$ cat src/rtl/multicycle_controller_pkg.sv
// Shared types and encodings for the multicycle RV32I controller.
// Latency: n/a (declarations only).
// Backpressure: n/a.
// Contents: state enum, opcode constants, mux/ALU/immediate codes, ALUOp type,
// and a helper that says whether a func3 has a supported ALU operation.
package riscv_ctrl_pkg;

  typedef enum logic [3:0] {
    S_FETCH    = 4'd0,
    S_DECODE   = 4'd1,
    S_MEMADR   = 4'd2,
    S_MEMREAD  = 4'd3,
    S_MEMWB    = 4'd4,
    S_MEMWRITE = 4'd5,
    S_EXEC_R   = 4'd6,
    S_EXEC_I   = 4'd7,
    S_ALUWB    = 4'd8,
    S_BRANCH   = 4'd9,
    S_JAL      = 4'd10,
    S_JALR_ADR = 4'd11,
    S_JALR_PC  = 4'd12,
    S_LUI      = 4'd13,
    S_HALT     = 4'd14
  } state_t;

  localparam logic [6:0] OP_LOAD   = 7'b0000011;
  localparam logic [6:0] OP_STORE  = 7'b0100011;
  localparam logic [6:0] OP_RTYPE  = 7'b0110011;
  localparam logic [6:0] OP_ITYPE  = 7'b0010011;
  localparam logic [6:0] OP_BRANCH = 7'b1100011;
  localparam logic [6:0] OP_JAL    = 7'b1101111;
  localparam logic [6:0] OP_JALR   = 7'b1100111;
  localparam logic [6:0] OP_LUI    = 7'b0110111;

  localparam logic [2:0] ALU_ADD = 3'b000;
  localparam logic [2:0] ALU_SUB = 3'b001;
  localparam logic [2:0] ALU_AND = 3'b010;
  localparam logic [2:0] ALU_OR  = 3'b011;
  localparam logic [2:0] ALU_XOR = 3'b100;
  localparam logic [2:0] ALU_SLT = 3'b101;

  localparam logic [2:0] IMM_I = 3'b000;
  localparam logic [2:0] IMM_S = 3'b001;
  localparam logic [2:0] IMM_B = 3'b010;
  localparam logic [2:0] IMM_J = 3'b011;
  localparam logic [2:0] IMM_U = 3'b100;

  localparam logic [1:0] RES_ALUOUT    = 2'd0;
  localparam logic [1:0] RES_MDR       = 2'd1;
  localparam logic [1:0] RES_ALURESULT = 2'd2;
  localparam logic [1:0] RES_IMMEXT    = 2'd3;

  localparam logic [1:0] SRCA_PC    = 2'd0;
  localparam logic [1:0] SRCA_OLDPC = 2'd1;
  localparam logic [1:0] SRCA_REG   = 2'd2;

  localparam logic [1:0] SRCB_REG  = 2'd0;
  localparam logic [1:0] SRCB_IMM  = 2'd1;
  localparam logic [1:0] SRCB_FOUR = 2'd2;

  typedef enum logic [1:0] {
    ALUOP_ADD    = 2'd0,
    ALUOP_BRANCH = 2'd1,
    ALUOP_FUNC   = 2'd2
  } aluop_t;

  // True for the func3 values the ALU decoder maps to a real operation.
  function automatic logic func3_supported(input logic [2:0] f3);
    return (f3 == 3'b000) || (f3 == 3'b010) || (f3 == 3'b100) ||
           (f3 == 3'b110) || (f3 == 3'b111);
  endfunction

endpackage

$ cat src/rtl/multicycle_controller_if.sv
// Control bundle between the multicycle controller and the RV32I datapath.
// Latency: n/a (wires only).
// Backpressure: none; the controller advances every cycle.
// master = controller (reads instruction fields/flags, drives controls);
// slave = datapath. illegal_instr exists only with MCCTRL_ILLEGAL_TRAP_EN.
interface multicycle_controller_if;
  logic [6:0] op;
  logic [2:0] func3;
  logic [6:0] func7;
  logic       zero;
  logic       branchLEG;
  logic       PCWrite;
  logic       IRWrite;
  logic       MemWrite;
  logic       RegWrite;
  logic       AdrSrc;
  logic [1:0] ResultSrc;
  logic [1:0] ALUSrcA;
  logic [1:0] ALUSrcB;
  logic [2:0] ALUControl;
  logic [2:0] ImmSrc;
  logic [3:0] state_o;
`ifdef MCCTRL_ILLEGAL_TRAP_EN
  logic       illegal_instr;
`endif

  modport master (
    input  op, func3, func7, zero, branchLEG,
    output PCWrite, IRWrite, MemWrite, RegWrite, AdrSrc, ResultSrc,
           ALUSrcA, ALUSrcB, ALUControl, ImmSrc, state_o
`ifdef MCCTRL_ILLEGAL_TRAP_EN
    , output illegal_instr
`endif
  );

  modport slave (
    output op, func3, func7, zero, branchLEG,
    input  PCWrite, IRWrite, MemWrite, RegWrite, AdrSrc, ResultSrc,
           ALUSrcA, ALUSrcB, ALUControl, ImmSrc, state_o
`ifdef MCCTRL_ILLEGAL_TRAP_EN
    , input illegal_instr
`endif
  );
endinterface

$ cat src/rtl/multicycle_controller_alu_decoder.sv
// ALU operation decoder: maps ALUOp class + func fields to ALUControl.
// Latency: combinational, zero cycles.
// Backpressure: none.
// Ports: i_aluop (class), i_func3, i_func7b5, i_op5 (R-type marker) -> o_alucontrol.
module alu_decoder
  import riscv_ctrl_pkg::*;
(
  input  aluop_t     i_aluop,
  input  logic [2:0] i_func3,
  input  logic       i_func7b5,
  input  logic       i_op5,
  output logic [2:0] o_alucontrol
);

  always_comb begin
    o_alucontrol = ALU_ADD;
    unique case (i_aluop)
      ALUOP_ADD:    o_alucontrol = ALU_ADD;
      // blt/bge (func3[2]=1) compare with slt, beq/bne with sub.
      ALUOP_BRANCH: o_alucontrol = i_func3[2] ? ALU_SLT : ALU_SUB;
      ALUOP_FUNC: begin
        case (i_func3)
          // Only R-type honours func7[5]; addi's immediate can set that bit.
          3'b000:  o_alucontrol = (i_op5 && i_func7b5) ? ALU_SUB : ALU_ADD;
          3'b010:  o_alucontrol = ALU_SLT;
          3'b100:  o_alucontrol = ALU_XOR;
          3'b110:  o_alucontrol = ALU_OR;
          3'b111:  o_alucontrol = ALU_AND;
          default: o_alucontrol = ALU_ADD;
        endcase
      end
      default:      o_alucontrol = ALU_ADD;
    endcase
  end

endmodule

$ cat src/rtl/multicycle_controller.sv
// Moore FSM controller for the multicycle RV32I datapath (R/I-ALU, lw, sw, branches, jal, jalr, lui).
// Latency: outputs combinational from state; lw 5, sw 4, R/I 4, branch 3, lui 3, jal 4, jalr 5 cycles.
// Backpressure: none; one state per cycle, reset returns to FETCH immediately.
// Ports: clk, rst_n (async active-low), bus (multicycle_controller_if.master).
// Optional: MCCTRL_ILLEGAL_TRAP_EN sends unknown opcodes / unsupported func3 to HALT.
module multicycle_controller
  import riscv_ctrl_pkg::*;
#(
  parameter logic [3:0] RESET_STATE = 4'd0
) (
  input  logic                           clk,
  input  logic                           rst_n,
  multicycle_controller_if.master        bus
);

  state_t     r_state;
  state_t     w_next_state;
  aluop_t     w_aluop;
  logic       w_pcwrite;
  logic       w_irwrite;
  logic       w_memwrite;
  logic       w_regwrite;
  logic       w_adrsrc;
  logic [1:0] w_resultsrc;
  logic [1:0] w_srca;
  logic [1:0] w_srcb;
  logic [2:0] w_immsrc;
  logic [2:0] w_alucontrol;
  logic       w_illegal;
  logic       w_unused_func7;

  assign w_unused_func7 = ^{bus.func7[6], bus.func7[4:0]};

  always_ff @(posedge clk or negedge rst_n) begin
    if (!rst_n) r_state <= state_t'(RESET_STATE);
    else        r_state <= w_next_state;
  end

  always_comb begin
    w_next_state = r_state;
    w_aluop      = ALUOP_ADD;
    w_pcwrite    = 1'b0;
    w_irwrite    = 1'b0;
    w_memwrite   = 1'b0;
    w_regwrite   = 1'b0;
    w_adrsrc     = 1'b0;
    w_resultsrc  = RES_ALUOUT;
    w_srca       = SRCA_PC;
    w_srcb       = SRCB_REG;
    w_immsrc     = IMM_I;
    w_illegal    = 1'b0;
    case (r_state)
      S_FETCH: begin
        w_irwrite    = 1'b1;
        w_srcb       = SRCB_FOUR;
        w_resultsrc  = RES_ALURESULT;
        w_pcwrite    = 1'b1;
        w_next_state = S_DECODE;
      end
      S_DECODE: begin
        // Precompute OldPC+imm into ALUOut: branch/jal targets use it later.
        w_srca = SRCA_OLDPC;
        w_srcb = SRCB_IMM;
        case (bus.op)
          OP_STORE:  w_immsrc = IMM_S;
          OP_BRANCH: w_immsrc = IMM_B;
          OP_JAL:    w_immsrc = IMM_J;
          OP_LUI:    w_immsrc = IMM_U;
          default:   w_immsrc = IMM_I;
        endcase
        case (bus.op)
          OP_LOAD, OP_STORE: w_next_state = S_MEMADR;
          OP_RTYPE:          w_next_state = S_EXEC_R;
          OP_ITYPE:          w_next_state = S_EXEC_I;
          OP_BRANCH:         w_next_state = S_BRANCH;
          OP_JAL:            w_next_state = S_JAL;
          OP_JALR:           w_next_state = S_JALR_ADR;
          OP_LUI:            w_next_state = S_LUI;
`ifdef MCCTRL_ILLEGAL_TRAP_EN
          default:           w_next_state = S_HALT;
`else
          default:           w_next_state = S_FETCH;
`endif
        endcase
      end
      S_MEMADR: begin
        w_srca       = SRCA_REG;
        w_srcb       = SRCB_IMM;
        w_immsrc     = (bus.op == OP_STORE) ? IMM_S : IMM_I;
        w_next_state = (bus.op == OP_STORE) ? S_MEMWRITE : S_MEMREAD;
      end
      S_MEMREAD: begin
        w_adrsrc     = 1'b1;
        w_next_state = S_MEMWB;
      end
      S_MEMWB: begin
        w_resultsrc  = RES_MDR;
        w_regwrite   = 1'b1;
        w_next_state = S_FETCH;
      end
      S_MEMWRITE: begin
        w_adrsrc     = 1'b1;
        w_memwrite   = 1'b1;
        w_next_state = S_FETCH;
      end
      S_EXEC_R, S_EXEC_I: begin
        w_srca       = SRCA_REG;
        w_srcb       = (r_state == S_EXEC_I) ? SRCB_IMM : SRCB_REG;
        w_aluop      = ALUOP_FUNC;
        w_next_state = S_ALUWB;
`ifdef MCCTRL_ILLEGAL_TRAP_EN
        if (!func3_supported(bus.func3)) w_next_state = S_HALT;
`endif
      end
      S_ALUWB: begin
        w_regwrite   = 1'b1;
        w_next_state = S_FETCH;
      end
      S_BRANCH: begin
        w_srca       = SRCA_REG;
        w_srcb       = SRCB_REG;
        w_immsrc     = IMM_B;
        w_aluop      = ALUOP_BRANCH;
        // func3[2] picks the flag (slt vs equality), func3[0] inverts it.
        w_pcwrite    = (bus.func3[2] ? bus.branchLEG : bus.zero) ^ bus.func3[0];
        w_next_state = S_FETCH;
      end
      S_JAL, S_JALR_PC: begin
        // PC <= target held in ALUOut while the ALU forms the link value OldPC+4.
        w_pcwrite    = 1'b1;
        w_srca       = SRCA_OLDPC;
        w_srcb       = SRCB_FOUR;
        w_next_state = S_ALUWB;
      end
      S_JALR_ADR: begin
        w_srca       = SRCA_REG;
        w_srcb       = SRCB_IMM;
        w_next_state = S_JALR_PC;
      end
      S_LUI: begin
        w_immsrc     = IMM_U;
        w_resultsrc  = RES_IMMEXT;
        w_regwrite   = 1'b1;
        w_next_state = S_FETCH;
      end
      S_HALT: begin
`ifdef MCCTRL_ILLEGAL_TRAP_EN
        w_illegal    = 1'b1;
        w_next_state = S_HALT;
`else
        w_next_state = S_FETCH;
`endif
      end
      default: w_next_state = S_FETCH;
    endcase
  end

  alu_decoder u_alu_decoder (
    .i_aluop      (w_aluop),
    .i_func3      (bus.func3),
    .i_func7b5    (bus.func7[5]),
    .i_op5        (bus.op[5]),
    .o_alucontrol (w_alucontrol)
  );

  // Reset forces every control to zero even though r_state already reads FETCH.
  assign bus.PCWrite    = rst_n & w_pcwrite;
  assign bus.IRWrite    = rst_n & w_irwrite;
  assign bus.MemWrite   = rst_n & w_memwrite;
  assign bus.RegWrite   = rst_n & w_regwrite;
  assign bus.AdrSrc     = rst_n & w_adrsrc;
  assign bus.ResultSrc  = rst_n ? w_resultsrc  : 2'd0;
  assign bus.ALUSrcA    = rst_n ? w_srca       : 2'd0;
  assign bus.ALUSrcB    = rst_n ? w_srcb       : 2'd0;
  assign bus.ALUControl = rst_n ? w_alucontrol : 3'd0;
  assign bus.ImmSrc     = rst_n ? w_immsrc     : 3'd0;
  assign bus.state_o    = r_state;
`ifdef MCCTRL_ILLEGAL_TRAP_EN
  assign bus.illegal_instr = rst_n & w_illegal;
`else
  logic w_unused_illegal;
  assign w_unused_illegal = w_illegal;
`endif

endmodule

$ cat src/flat_wrapper.sv
// flat-port wrapper written by rule: the top's interface ports become plain ports
module multicycle_controller_flat import riscv_ctrl_pkg::*;
#(
  parameter logic [3:0] RESET_STATE = 4'd0
)
  (clk, rst_n, bus_op, bus_func3, bus_func7, bus_zero, bus_branchLEG, bus_PCWrite, bus_IRWrite, bus_MemWrite, bus_RegWrite, bus_AdrSrc, bus_ResultSrc, bus_ALUSrcA, bus_ALUSrcB, bus_ALUControl, bus_ImmSrc, bus_state_o);
  multicycle_controller_if bus_i ();
  input  logic clk;
  input  logic rst_n;
  input wire logic [$bits(bus_i.op)-1:0] bus_op;
  input wire logic [$bits(bus_i.func3)-1:0] bus_func3;
  input wire logic [$bits(bus_i.func7)-1:0] bus_func7;
  input wire logic [$bits(bus_i.zero)-1:0] bus_zero;
  input wire logic [$bits(bus_i.branchLEG)-1:0] bus_branchLEG;
  output wire logic [$bits(bus_i.PCWrite)-1:0] bus_PCWrite;
  output wire logic [$bits(bus_i.IRWrite)-1:0] bus_IRWrite;
  output wire logic [$bits(bus_i.MemWrite)-1:0] bus_MemWrite;
  output wire logic [$bits(bus_i.RegWrite)-1:0] bus_RegWrite;
  output wire logic [$bits(bus_i.AdrSrc)-1:0] bus_AdrSrc;
  output wire logic [$bits(bus_i.ResultSrc)-1:0] bus_ResultSrc;
  output wire logic [$bits(bus_i.ALUSrcA)-1:0] bus_ALUSrcA;
  output wire logic [$bits(bus_i.ALUSrcB)-1:0] bus_ALUSrcB;
  output wire logic [$bits(bus_i.ALUControl)-1:0] bus_ALUControl;
  output wire logic [$bits(bus_i.ImmSrc)-1:0] bus_ImmSrc;
  output wire logic [$bits(bus_i.state_o)-1:0] bus_state_o;
  assign bus_i.op = bus_op;
  assign bus_i.func3 = bus_func3;
  assign bus_i.func7 = bus_func7;
  assign bus_i.zero = bus_zero;
  assign bus_i.branchLEG = bus_branchLEG;
  assign bus_PCWrite = bus_i.PCWrite;
  assign bus_IRWrite = bus_i.IRWrite;
  assign bus_MemWrite = bus_i.MemWrite;
  assign bus_RegWrite = bus_i.RegWrite;
  assign bus_AdrSrc = bus_i.AdrSrc;
  assign bus_ResultSrc = bus_i.ResultSrc;
  assign bus_ALUSrcA = bus_i.ALUSrcA;
  assign bus_ALUSrcB = bus_i.ALUSrcB;
  assign bus_ALUControl = bus_i.ALUControl;
  assign bus_ImmSrc = bus_i.ImmSrc;
  assign bus_state_o = bus_i.state_o;
  multicycle_controller #(.RESET_STATE(RESET_STATE)) u_core (.clk(clk), .rst_n(rst_n), .bus(bus_i));
endmodule
$ cat config.mk
export PLATFORM = sky130hd
export DESIGN_NAME = multicycle_controller_flat
export DESIGN_NICKNAME = d
export VERILOG_FILES = /design/src/rtl/multicycle_controller_pkg.sv /design/src/rtl/multicycle_controller_if.sv /design/src/rtl/multicycle_controller_alu_decoder.sv /design/src/rtl/multicycle_controller.sv /design/src/flat_wrapper.sv
export SDC_FILE = /design/constraint.sdc
export NUM_CORES = 1
export LEC_CHECK = 0
export BUFFER_PORTS_ARGS = -buffer_cell sky130_fd_sc_hd__buf_2
export CAP_MARGIN = 20
export CORE_UTILIZATION = 44
export CTS_CLUSTER_DIAMETER = 200
export DETAILED_ROUTE_END_ITERATION = 8
export PLACE_DENSITY = 0.8
export SYNTH_ARGS = -nofsm -noshare
export SYNTH_HDL_FRONTEND = slang
export SYNTH_SLANG_ARGS = --single-unit
$ cat constraint.sdc
create_clock -name clk -period 1.9 [get_ports clk]
set_input_delay 0.095 -clock clk [delete_from_list [all_inputs] [get_ports clk]]
set_output_delay 0.095 -clock clk [all_outputs]
set_load 0.02 [all_outputs]
; ---- Word-level counts from Yosys, hierarchy flattened
; Cells that the tools add are included.
; W data, S select, Z words.
[word_totals]
reg_bits = 4
input_bits = 21
output_inout_bits = 21
word_cells = 72
[classes]
n_eq_ne = 27
muxes = 26
bitwise = 6
reduce_logical = 12
[ops]
columns = operator, count
row1 = $pmux W4 S7, 1
row2 = $eq A4 B4 Y1 const B, 6
row3 = $pmux W3 S4, 2
row4 = $pmux W4 S6, 1
row5 = $eq A7 B6 Y1 const B, 3
row6 = $eq A7 B7 Y1 const B, 3
row7 = $eq A4 B3 Y1 const B, 4
row8 = $pmux W3 S5, 1
row9 = $mux W3, 4
row10 = $pmux W2 S3, 2
row11 = $reduce_or A3 Y1, 4
row12 = $eq A3 B3 Y1 const B, 3
row13 = $eq A4 B2 Y1 const B, 2
row14 = $mux W1, 8
row15 = $pmux W2 S2, 2
row16 = $eq A7 B2 Y1 const B, 1
row17 = $eq A7 B5 Y1 const B, 1
row18 = $mux W2, 3
row19 = $pmux W3 S2, 1
row20 = $reduce_or A2 Y1, 3
row21 = $and A1 B1 Y1, 5
row22 = $reduce_or A5 Y1, 1
row23 = $eq A4 B1 Y1 const B, 1
row24 = $logic_not A4 Y1, 1
row25 = other kinds (8), 8

; ---- Depth between registers and ports, before layout
; Gate-level depths: netlist of run 1.
[logic_depth]
ltp_word = 6
mapped_depth = 9
ltp_nobuf = 8

; ---- Cells and area by module
; From an unflattened synthesis of run 1, not the netlist that was laid out.
[unflattened]
cells_unflattened = 105
hier_area_um2 = 779.5
[modules_own_cells]
columns = mod, instances, cells_each, area_each_um2, seq_area_each_um2
row1 = multicycle_controller, 1, 91, 681.9, 100.1
row2 = alu_decoder, 1, 14, 97.6, 0.0

; ---- Least setup slack after synthesis of run 1
; No wires, ideal clock.
[synth_path]
path_type = register to output
startpoint = register u_core.r_state[0] (netlist: u_core.bus.state_o[0])
endpoint = output bus_ALUControl[2]
t_arrival_ns = 1.852
required_ns = 1.805
path_slack_ns = -0.047
path_stages_with_launch = 10
path_buffers = 2
path_cell_list = dfrtp_1 buf_2 nor2b_1 clkbuf_2 nand2_1 ha_1 nor2b_1 nor2b_1 o21ai_0 a21oi_1
[synth_via]
elab_chain_len = 6
word_cells_on_any_way = 9
classes_between = eq/ne (5) / mux (3) / reduce/logical (1)
[synth_lines]
columns = element, line_no
row1 = from (decl), multicycle_controller.sv:16  ; state_t r_state;
row2 = from (signal assigned), multicycle_controller.sv:35  ; if (!rst_n) r_state <= state_t'(RESET_STATE);
row3 = from (signal assigned), multicycle_controller.sv:36  ; else r_state <= w_next_state;
row4 = $eq A4 B3 Y1, multicycle_controller.sv:52  ; case (r_state)
row5 = $reduce_or A2 Y1, --
row6 = $pmux W2 S2 *, multicycle_controller.sv:52
row7 = $eq A2 B2 Y1 or $eq A2 B1 Y1 (tied branches), multicycle_controller_alu_decoder.sv:17  ; unique case (i_aluop)
row8 = $pmux W3 S2 *, multicycle_controller_alu_decoder.sv:17
row9 = $mux W3 *, multicycle_controller.sv:175  ; assign bus.ALUControl = rst_n ? w_alucontrol : 3'd0;
row10 = to (decl), flat_wrapper.sv:23  ; output wire logic [$bits(bus_i.ALUControl)-1:0] bus_ALUControl;
; Every way passes the cells marked *; elsewhere a longest branch is shown, timed or not.

; ---- Worst setup path after layout of run 1
[layout_path]
startpoint = register u_core.r_state[2] (netlist: u_core.bus.state_o[2])
endpoint = output bus_PCWrite
[layout_via]
elab_chain_len = 4
word_cells_on_any_way = 7
classes_between = eq/ne (3) / mux (1) / bitwise (1) / reduce/logical (2)
[layout_lines]
columns = element, line_no
row1 = $eq A4 B4 Y1 or $logic_not A4 Y1 (tied branches), multicycle_controller.sv:52
row2 = $reduce_or A3 Y1 (no line), --
row3 = $pmux W1 S2 *, multicycle_controller.sv:52
row4 = $and A1 B1 Y1 *, multicycle_controller.sv:167  ; assign bus.PCWrite = rst_n & w_pcwrite;
row5 = to (decl), flat_wrapper.sv:15  ; output wire logic [$bits(bus_i.PCWrite)-1:0] bus_PCWrite;
; Marks and branches as above.

==> results.tsv, run 1 <==
metric	value	unit
Hold EP	u_core.bus.state_o[2]$_DFF_PN0_	
nets	178	
M2 GR Usage	0.4333	
drt wl/cell	14.19	um
final setup violation count	0	
most instantiated cells after synthesis	a21oi_1, nand2_1, nor2_1	
Post-Syn Nets	135	
RSZ-0062 raised after global routing	yes	
final worst path period share	0.9802	
initial drt markers	41	
first-pass GRT wire length	3719	um
max reg flops	4	
Synth Flop Type	dfrtp_1	
CP max FO	6	
Pwr Density	548.9	mW/mm^2
die span in y	43.41	um
Post-Synth Simple-Gate Area	0.4080	
starting density of the core	0.4839	
ratio of cells with drive above 1 in the final layout	0.4183	
final worst path period need	1.862	ns
post-route ant nets	0	
TritonCTS clock tree	done	
Critical Path AT	1.77	ns
Fin. Hold Viols	0	
Rows	14	
full die area	0.001884	sq mm
# IOs	42	
Post-DP HPWL	1567	um
Clock Path Buffers	2	
total power draw	0.5934	mW
Mapped Area	754.5	sq um
main combinational cell family by area after synthesis	simple AND/OR/NAND/NOR gates	
via count of the first global-routing pass	873	
placed inst area	950.9	sq um
drt first pass iters	6	
global route total overflow	0	
# placed instances	160	
crit start category	register	
Inserted Diodes	0	
clock slew at reported path FFs	0.04	ns
Post-synth EDFFs	0	
Placeable Area	0.001559	sq mm
Slew headroom	0.7208	
mux contribution to synthesized area	0.02819	
Unique masters post-synth	39	
met3 usage	0.02917	
adder-cell share of the synthesized area	0.04643	
top-area cell type share of the netlist area	0.1327	
max-cap violations	0	
hold path start	bus_op[4]	
RR Endpoint	u_core.bus.state_o[2]$_DFF_PN0_	
Tightest Pin Transition	0.4156	ns
Synth area leaders	dfrtp_1, a21oi_1, nor2b_1	
Clock Skews	0.002924	ns
Reg-to-Reg Start	u_core.bus.state_o[2]$_DFF_PN0_	
Synth Area per Inst	6.736	sq um
routing usage on met1	0.3307	
post-synthesis compound-gate area fraction	0.2454	
Port Buffers	35	
Synth Area in XOR/XNOR	0.04643	
gp weighted congestion	0.8488	
Finished Layout Cells	169	
Cells on Worst Hold Path	3	
Final Max Slew Viols	0	
largest net degree at the start of global routing	20	
ys async rst share	1.000	
htree depth	1	
Area Overhead vs Synth	43.28	%
total track usage	0.2543	
fmax	537.0	MHz
Layout Utilization	0.6934	
final wirelength	2398	um
failing checks	DRC	
via/cell ratio	5.852	
Root Driver	clkbuf_4	
Skew-Pair Late Insertion Delay	0.23	ns
Die W	43.41	um
kind of critical path	reg2out	
Peak VDD IR	0.0003684	V
synthesized flop and latch total	4	
Vias	989	
initial antenna violation count	0	
Yosys Warn Count	0	
register area share after synthesis	0.1327	
gr busiest metal	met2	
WP data required	1.80	ns
Synth area leader	dfrtp_1	
Hold WC Path Type	in2reg	
Clock Sinks	4	
Post-Syn Instances	112	
Setup crit end kind	output port	
Reg2Reg Depth	5	
DRC Markers	4	
outcome	finished with violations	
Leak	0.5215	nW
CTS Buf Count	3	
Finished Cell Area	0.001081	sq mm
reg-to-reg slack, setup	0.54	ns
## critical path, cell delays in order, from the launching register on
cell and delay (ns):
dfrtp_2 0.44, buf_8 0.15, xor2_2 0.19, mux2_2 0.28
nor3b_2 0.20, a41o_1 0.14, buf_6 0.12
## per-stage QoR
| stage | setup TNS, ns | hold WS (ns) | worst slack, ns |
|---|---|---|---|
| after floorplan | 0 | -0.2006 | 0.03287 |
| after global placement | 0 | -0.02852 | 0.2637 |
| after detailed placement | 0 | -0.02847 | 0.2259 |
| after CTS | -0.003520 | 0.1544 | -0.003520 |
| after global routing | -0.03762 | 0.1504 | -0.03124 |
| final | 0 | 0.1489 | 0.03764 |
## metal layers
layer / vias up / part of all wire
met4: 0 / 0
met2: 35 / 0.51
li1: 487 / -
met3: 0 / 0.044
met5: - / 0
met1: 467 / 0.45
## power breakdown
part	total, mW	leakage, nW	switching [mW]	internal (mW)
sequential	0.105	0.0536	0.00900	0.0960
combinational	0.384	0.454	0.225	0.159
clock	0.104	0.0138	0.0338	0.0706
total	0.593	0.522	0.268	0.325
## cell families after synthesis
group                    count (synthesis)
AO/OA/AOI/OAI                           29
XOR/XNOR                                 4
adder cells (fa/ha/maj)                  3
buffers and inverters                   15
flip-flops                               4
multiplexers                             2
AND/OR/NAND/NOR                         55
## worst max path at each step
| stage | cells after the start | end | slack [ns] | from |
|---|---|---|---|---|
| after global routing | 8 | bus_ALUControl[2] | -0.03 | u_core.bus.state_o[1]$_DFF_PN0_ |
| after detailed placement | 6 | bus_PCWrite | 0.23 | u_core.bus.state_o[2]$_DFF_PN0_ |
| final | 6 | bus_PCWrite | 0.04 | u_core.bus.state_o[2]$_DFF_PN0_ |
| after floorplan | 9 | bus_ALUControl[2] | 0.03 | u_core.bus.state_o[0]$_DFF_PN0_ |
| after global placement | 8 | bus_ALUControl[2] | 0.26 | u_core.bus.state_o[2]$_DFF_PN0_ |
| after CTS | 6 | bus_PCWrite | -0.004 | u_core.bus.state_o[2]$_DFF_PN0_ |
## area by class of cell
cell class / instances / area [sq um]
Tap cell: 16 / 20.02
Clock buffer: 3 / 22.52
Inverter: 6 / 22.52
Multi-Input combinational cell: 93 / 613.1
Timing Repair Buffer: 47 / 301.5
Sequential cell: 4 / 101.3
Fill cell: 132 / 478.0
## placed cells by master (no fill, tap or decap), types with 2 or more instances in the layout
cell type / netlist / routed
nor2_1: 9 / 8
xnor2_1: 2 / 2
a21oi_1: 10 / 9
a31oi_1: 3 / 3
dfrtp_1: 4 / 3
nor2b_1: 8 / 5
nor3b_1: 2 / 2
inv_1: 6 / 5
nor2b_2: 0 / 2
nand3_1: 5 / 5
nand2b_1: 5 / 5
o21ai_0: 7 / 6
clkbuf_4: 0 / 3
buf_4: 0 / 10
buf_2: 4 / 33
and3_1: 3 / 3
a31o_2: 2 / 2
nor3_1: 5 / 5
nand2_1: 10 / 10
## repair_timing
| item | CTS | global route |
|---|---|---|
| cloned | 0 | 1 |
| setup buffers | 0 | 4 |
| endpoints found under the setup margin | 2 | 3 |
| hold buffers | 1 | 0 |
| resized for setup | 7 | 8 |
| pin swaps | 1 | 2 |
| hold endpoints to repair | 4 | 0 |
Note: power is estimated with default switching activity, not from simulation.
==> inputs of run 2 (changes only) <==
==> constraint.sdc (replaced) <==
create_clock -name clk -period 1.9 [get_ports clk]
set_input_delay 0.285 -clock clk [delete_from_list [all_inputs] [get_ports clk]]
set_output_delay 0.285 -clock clk [all_outputs]
set_load 0.02 [all_outputs]
==> run 2 against run 1 <==
The run ends with DRC, setup timing left. Largest power group unchanged. Power up 15%. Fmax down 7.4%. Highest routed layer is now met4. Via count up 3.6%. Routed wire length up 13%. Sequential share of layout area down 0.52 points. Worst hold slack better by 0.17 ns. Count of clock-buffer cells in the layout up 1. Final cell count up 3.0%. Clock skew up 0.0069 ns. Critical path type unchanged. Clock power up 16%. Non-clock buffer count up 4. Critical endpoint unchanged.
==> results.tsv, run 2 (synthesized netlist as in run 1, its figures left out) <==
metric	value	unit
RSZ-0062 raised after global routing	yes	
placed inst area	997.2	sq um
initial antenna violation count	0	
max reg flops	4	
via/cell ratio	5.891	
Reg-to-Reg Start	u_core.bus.state_o[3]$_DFF_PN0_	
Root Driver	clkbuf_4	
commonest non-fill, non-tap cell in the layout	buf_2	
DRC Markers	6	
nets	182	
Tightest Pin Transition	0.3486	ns
met3 usage	0.03750	
ratio of cells with drive above 1 in the final layout	0.4873	
reg-to-reg slack, setup	0.32	ns
Hold EP	u_core.bus.state_o[2]$_DFF_PN0_	
gp weighted congestion	0.8689	
Hold WC Path Type	in2reg	
Fin. Hold Viols	0	
Finished Cell Area	0.001187	sq mm
via count of the first global-routing pass	894	
highest-delay cell along the critical path	dfrtp_2	
worst-path cell chain	buf_8 -> xor2_2 -> mux2_4 -> nor3b_4 -> a41o_1 -> buf_6	
full die area	0.001884	sq mm
gr busiest metal	met2	
final worst path period need	2.011	ns
htree depth	1	
Clock Path Buffers	2	
Critical Path AT	1.73	ns
Peak VDD IR	0.0004748	V
CTS Buf Count	3	
Rows	14	
Worst Setup SP	u_core.bus.state_o[3]$_DFF_PN0_	
area occupied by registers	105.1	sq um
Port Buffers	35	
Final Max Slew Viols	0	
hold path start	bus_op[4]	
Filler cells	107	
routing usage on met1	0.3540	
first-pass GRT wire length	3905	um
Setup crit end kind	output port	
post-route worst setup slack	-0.1110	ns
Clock Sinks	4	
Skew-Pair Late Insertion Delay	0.24	ns
initial drt markers	24	
# IOs	42	
Hold WS	0.3192	ns
final setup violation count	11	
CP top delay family	flip-flops	
crit start category	register	
Multi-input gate area	670.6	sq um
Reg2Reg Depth	6	
starting density of the core	0.4839	
failing checks	DRC, setup timing	
global route total overflow	0	
delay of the slowest cell on the worst path	0.43	ns
clock slew at reported path FFs	0.05	ns
M2 GR Usage	0.4758	
fmax	497.3	MHz
Slew headroom	0.7668	
final wirelength	2707	um
Vias	1025	
max-cap violations	0	
RR Endpoint	u_core.bus.state_o[2]$_DFF_PN0_	
total track usage	0.2734	
drt first pass iters	6	
WP data required	1.62	ns
drt wl/cell	15.56	um
post-route ant nets	0	
outcome	finished with violations	
Inserted Diodes	0	
die span in y	43.41	um
Post-DP HPWL	1680	um
final worst path period share	1.058	
total power draw	0.6802	mW
Cells on Worst Hold Path	3	
TritonCTS clock tree	done	
Leak	0.5444	nW
Area Overhead vs Synth	57.38	%
largest net degree at the start of global routing	20	
Pwr Density	572.9	mW/mm^2
kind of critical path	reg2out	
Clock Skews	0.009855	ns
Die W	43.41	um
Buf/Inv on CP	2	
most frequent cells in the layout	buf_2, buf_4, nand2_1	
CP max FO	8	
Placeable Area	0.001559	sq mm
## run 2: how the worst max path moves through the flow
stage / endpoint / slack (ns) / cells after the start
global route: bus_ImmSrc[2] / -0.19 / 6
global placement: bus_ALUControl[2] / 0.14 / 8
CTS: bus_ALUControl[2] / -0.10 / 8
finish: bus_PCWrite / -0.11 / 6
floorplan: bus_ALUControl[1] / -0.06 / 7
detailed placement: bus_ALUControl[2] / 0.1 / 8
## run 2: timing repair
| item | 4_1_cts | 5_1_grt |
|---|---|---|
| hold buffers | 1 | 0 |
| setup endpoints to repair | 8 | 15 |
| resized for setup | 11 | 22 |
| pin swaps | 1 | 6 |
| setup buffers | 1 | 4 |
| gates cloned | 0 | 0 |
| endpoints found under the hold margin | 4 | 0 |
## run 2: stage by stage
stage / util / TNS, ns / std cells / setup slack, ns
2_1_floorplan: - / -0.2051 / 112 / -0.06326
3_3_place_gp: 0.6396 / 0 / 164 / 0.1395
5_1_grt: 0.7616 / -1.456 / 174 / -0.1875
3_5_place_dp: 0.6396 / 0 / 164 / 0.09935
6_report: 0.7616 / -0.7460 / 174 / -0.1110
4_1_cts: 0.6942 / -0.2544 / 170 / -0.1010
## run 2: per-layer routing
metal	vias up	share of wire
li1	490	-
met1	483	0.43
met2	48	0.51
met3	4	0.047
met4	0	0.011
met5	-	0
## run 2: worst reg2reg max path: cells and delay by family, from the launching register on
kind	cells	cell delay, ns
simple gates	2	0.55
flops	1	0.43
compound gates	2	0.26
buf+inv	2	0.27
## run 2: area by class of cell
cell class / instances / area share
multi-input cells: 93 / 0.5648
repair buffers: 51 / 0.2866
clock buffers: 4 / 0.02213
flip-flops and latches: 4 / 0.08851
well taps: 16 / 0.01686
inverters: 6 / 0.02107
## run 2: power breakdown
group | leakage (nW) | switching [mW] | internal, mW
sequential | 0.0488 | 0.0114 | 0.0974
clock | 0.0150 | 0.0416 | 0.0792
combinational | 0.481 | 0.257 | 0.194
total | 0.544 | 0.310 | 0.371
